==> config.mk <==
export PLATFORM = sky130hd
export DESIGN_NAME = ifetch_buffer
export DESIGN_NICKNAME = d
export VERILOG_FILES = /design/src/rtl/ifetch_buffer.sv
export SDC_FILE = /design/constraint.sdc
export NUM_CORES = 1
export LEC_CHECK = 0
export CAP_MARGIN = 20
export CORE_MARGIN = 4
export CORE_UTILIZATION = 58
export DETAILED_ROUTE_END_ITERATION = 12
export DONT_BUFFER_PORTS = 1
export HOLD_SLACK_MARGIN = 0.03
export PLACE_DENSITY_LB_ADDON = 0.25
export SKIP_LAST_GASP = 1
export SLEW_MARGIN = 25
export SYNTH_ARGS = -nofsm -noshare
export SYNTH_HDL_FRONTEND = slang
export SYNTH_SLANG_ARGS = --single-unit
==> constraint.sdc <==
create_clock -name clk -period 2.79 [get_ports clk]
set_input_delay 0.1395 -clock clk [delete_from_list [all_inputs] [get_ports clk]]
set_output_delay 0.1395 -clock clk [all_outputs]
set_load 0.01 [all_outputs]
==> src/rtl/ifetch_buffer.sv <==
// rtl/ifetch_buffer.sv - in-order instruction fetch buffer with redirect flush and late-response discard
module ifetch_buffer #(
    parameter int DEPTH = 4,
    parameter int AW    = 2
) (
    input  logic        clk,
    input  logic        rst,
    input  logic [31:0] pc_i,
    input  logic        pc_valid_i,
    output logic        pc_ready_o,
    input  logic        flush_i,
    output logic        imem_req_o,
    output logic [31:0] imem_addr_o,
    input  logic        imem_gnt_i,
    input  logic        imem_rvalid_i,
    input  logic [31:0] imem_rdata_i,
    output logic        inst_valid_o,
    input  logic        inst_ready_i,
    output logic [31:0] inst_o,
    output logic [31:0] inst_pc_o
);
    localparam logic [AW:0]   FULL    = (AW+1)'(DEPTH);
    localparam logic [AW:0]   CNT_ONE = (AW+1)'(1);
    localparam logic [AW-1:0] PTR_ONE = AW'(1);

    logic [31:0]      pc_q   [DEPTH];
    logic [31:0]      inst_q [DEPTH];
    logic [DEPTH-1:0] filled_q;
    logic [AW-1:0]    alloc_ptr, fill_ptr, rd_ptr;
    logic [AW:0]      alloc_cnt, discard_cnt;

    logic [AW-1:0]    ptr_diff;
    logic [AW:0]      outstanding, pending, flush_discard;
    logic             do_push, do_fill, do_pop, do_drop;

    // Equal alloc/fill pointers mean either nothing or everything is in flight;
    // a full buffer whose head is still unfilled can only be the latter.
    always_comb begin
        ptr_diff = alloc_ptr - fill_ptr;
        if (ptr_diff == '0 && alloc_cnt == FULL && !filled_q[rd_ptr])
            outstanding = FULL;
        else
            outstanding = {1'b0, ptr_diff};
        pending       = discard_cnt + outstanding;
        flush_discard = (imem_rvalid_i && pending != '0) ? pending - CNT_ONE : pending;
    end

    assign imem_req_o   = rst && pc_valid_i && !flush_i && (alloc_cnt < FULL) && (discard_cnt == '0);
    assign pc_ready_o   = imem_req_o && imem_gnt_i;
    assign imem_addr_o  = pc_i;
    assign inst_valid_o = (alloc_cnt != '0) && filled_q[rd_ptr];
    assign inst_o       = inst_q[rd_ptr];
    assign inst_pc_o    = pc_q[rd_ptr];

    assign do_push = pc_ready_o;
    assign do_pop  = inst_valid_o && inst_ready_i && !flush_i;
    assign do_drop = imem_rvalid_i && (discard_cnt != '0);
    assign do_fill = imem_rvalid_i && (discard_cnt == '0) && (outstanding != '0);

    always_ff @(posedge clk or negedge rst) begin
        if (!rst) begin
            alloc_ptr   <= '0;
            fill_ptr    <= '0;
            rd_ptr      <= '0;
            alloc_cnt   <= '0;
            discard_cnt <= '0;
            filled_q    <= '0;
            for (int i = 0; i < DEPTH; i++) begin
                pc_q[i]   <= '0;
                inst_q[i] <= '0;
            end
        end else if (flush_i) begin
            alloc_ptr   <= '0;
            fill_ptr    <= '0;
            rd_ptr      <= '0;
            alloc_cnt   <= '0;
            filled_q    <= '0;
            discard_cnt <= flush_discard;
        end else begin
            if (do_drop)
                discard_cnt <= discard_cnt - CNT_ONE;
            if (do_push) begin
                pc_q[alloc_ptr]     <= pc_i;
                filled_q[alloc_ptr] <= 1'b0;
                alloc_ptr           <= alloc_ptr + PTR_ONE;
            end
            if (do_fill) begin
                inst_q[fill_ptr]   <= imem_rdata_i;
                filled_q[fill_ptr] <= 1'b1;
                fill_ptr           <= fill_ptr + PTR_ONE;
            end
            if (do_pop) begin
                filled_q[rd_ptr] <= 1'b0;
                rd_ptr           <= rd_ptr + PTR_ONE;
            end
            if (do_push && !do_pop)
                alloc_cnt <= alloc_cnt + CNT_ONE;
            else if (!do_push && do_pop)
                alloc_cnt <= alloc_cnt - CNT_ONE;
        end
    end
endmodule

==> results.tsv <==
stage	metric	value	unit
clocking	clk-insertion-delay-late	530	ps
timing	fin_ws	-25.0	ps
floorplanning	initial_utilization	0.597	
global_routing	antenna_found_initial	0	
finish	nFillCells	1356	
power	power	9500	uW
logic_synthesis	synth_nets	881	
timing	worstMarginPinSlew	775	ps
clocking	cts_tree	yes	
logic_synthesis	syn_avg_cell_area	16.1	sq um
timing	rsz0062_at_grt	true	
worst_setup_path	worstPathMaxFanout	4	
clocking	cts_max_level	1	
finish	final_common_cell	dfrtp_1	
logic_synthesis	synth_top_area_share	0.536	
drt	firstDrtPassIters	4	
place	dp_hpwl	16.2	mm
logic_synthesis	synth-seq-area-share	0.536	
timing	slew_headroom	0.483	
drt	vias	6881	
finish	area_growth	15.1	%
outcome	violations	hold timing, setup timing	
floorplanning	chipWidth	156	microns
logic_synthesis	synth_area	12700	sq um
logic_synthesis	yosysUniqueCellTypes	47	
global_routing	grt_pass1_vias	7953	
clocking	cts_max_path_buffers	3	
finish	finalInstanceArea	14600	sq um
finish	final_cell_mix	dfrtp_1 (270), mux2_2 (227), dlygate4sd3_1 (72)	
drt	drt.antenna.violating_nets	0	
clocking	clockRootBuffer	clkbuf_16	
floorplanning	dieArea	24300	sq um
logic_synthesis	synth_edf_count	0	
logic_synthesis	ys_seq_elements	272	
worst_setup_path	required	3170	ps
worst_setup_path	end_kind	flip-flop	
clocking	cts_sinks	272	
outcome	outcome	complete, but fails checks	
timing	slew_viol_final	0	
place	gp_congestion	0.792	
place	dpl_worst_slack	-102	ps
worst_setup_path	cp-startpoint	fill_ptr[0]	
floorplanning	num_rows	53	
timing	skew	23.5	ps
worst_setup_path	r2r_end	discard_cnt[2]	
floorplanning	core	21300	sq um
clocking	postCtsHoldBufs	72	
clocking	numCtsBuffers	28	
drt	drt-total-wl	25.7	mm
flow_run	maxCapViolCount	0	
drt	drc	0	
logic_synthesis	synth-warning-count	0	
power	p_leak	0.00703	uW
worst_setup_path	r2r_setup_slack	-30	ps
drt	vias_per_cell	6.00	
finish	layout-drive-gt1-share	0.470	
timing	fmax	355	MHz
timing	finalSetupViolCount	2	
timing	holdWs	-682	ps
drt	wl_per_cell	22.4	microns
worst_setup_path	critical_path_class	flip-flop to flip-flop	
finish	fin_nets	941	
drt	drt_iter0_drc	333	
logic_synthesis	yosysTopAreaCell	dfrtp_1	
worst_hold_path	hold_class	primary input to async pin	
logic_synthesis	netlist_instances	790	
timing	finalCriticalPeriod	2820	ps
worst_setup_path	arrival	3200	ps
worst_setup_path	crit_path_end	discard_cnt[2]	
place	io_buffers	0	
clocking	cts.clk_slew.worst_paths	60	ps
finish	postLayoutCoreUtil	0.687	
floorplanning	io_pins	170	
floorplanning	fp.dieH	156	microns
power	p_per_area	649	nW/um^2
worst_setup_path	start_kind	flip-flop	
finish	final-seq-area	6810	sq um
timing	period_share	1.01	
global_routing	grt_pass1_wl	42.4	mm
global_routing	grt-ovfl-total	0	
place	placed_cell_area	12900	sq um
logic_synthesis	yosys-top-cells-area	dfrtp_1 (54%), mux2_2 (20%), mux4_2 (12%)	
timing	finalHoldViolations	272	
worst_setup_path	rr_startpoint	fill_ptr[0]	
global_routing	grt_usage	0.217	
worst_setup_path	worstRegToRegCells	13	
power	peakVddDrop	0.000563	V
finish	multiInputGateArea	5440	sq um
logic_synthesis	synth_ff_type	dfrtp_1	
global_routing	grt_max_degree	275	
logic_synthesis	synthArstFlopShare	1.00	
==> what timing repair did <==
action / 4_1_cts / 5_1_grt
endpoints found under the setup margin: 47 / 4
gates resized for setup: 6 / 3
endpoints found under the hold margin: 544 / 272
pin swaps: 5 / 8
buffers inserted: 0 / 2
==> where the power goes <==
part,internal [uW],switching [uW]
combinational,749,664
clock,2220,1440
sequential,4260,170
==> worst max-delay path: stages, from the launching register on <==
cell      delay [ps]
dfrtp_1          410
ha_4             270
or4bb_4          450
nor3_2           110
or2_4            130
fa_2             200
xnor2_2          100
nor4_4           280
nor2_2            90
ha_4             170
nor2b_4          170
nand2_2           70
o311ai_2          80
o21ai_1          120
==> synthesized netlist by cell type (all sizes together) (5+ instances only) <==
master  instances
dfrtp         272
mux2          257
mux4           65
buf            53
clkbuf         25
ha             18
inv            14
nor2            9
nand2           7
nand4           7
a221oi          5
nand3           5
==> sequential cells by signal, summed over array words and instances, names as in the netlist <==
| signal | count |
|---|---|
| filled_q | 4 |
| inst_q | 128 |
| alloc_cnt | 3 |
| pc_q | 128 |
| rd_ptr | 2 |
| fill_ptr | 2 |
| discard_cnt | 3 |
| alloc_ptr | 2 |
==> layer usage <==
metal / routed length [microns] / vias up / share of wire / track usage
li1: - / 3020 / - / -
met1: 10300 / 3658 / 0.40 / 0.273
met2: 13400 / 161 / 0.52 / 0.391
met3: 1370 / 42 / 0.053 / 0.0408
met4: 601 / 0 / 0.023 / 0.0546
met5: 0 / - / 0 / 0
==> area by class of cell <==
class,instances,share of cell area
timing repair buffer,108,0.0723
tap,275,0.0235
sequential,272,0.466
antenna,1,0.000171
clock buffer,45,0.0571
multi-input combinational,425,0.372
clock inverter,5,0.00530
inverter,15,0.00385
==> how the worst min path moves through the flow <==
stage,startpoint,endpoint,cells after the start
6_report,rst,inst_q[83],0
5_1_grt,rst,inst_q[83],0
4_1_cts,rst,alloc_cnt[0],0
3_5_place_dp,rst,inst_q[83],0
3_3_place_gp,rst,inst_q[83],0
2_1_floorplan,rst,alloc_cnt[0],0
==> logic make-up after synthesis <==
group | after synthesis | share of synthesized area
xor+xnor | 6 | 0.00630
buf+inv | 93 | 0.0441
flops | 272 | 0.536
fa+ha+maj | 20 | 0.0209
mux | 325 | 0.351
simple gates | 49 | 0.0256
compound gates | 25 | 0.0163
==> metrics by stage <==
stage,setup TNS [ps],instances
3_5_place_dp,-119,1021
5_1_grt,-268,1145
6_report,-28.6,1146
2_1_floorplan,-4.01,790
4_1_cts,0,1143
3_3_place_gp,0,1021
Note: power is estimated with default switching activity, not from simulation.
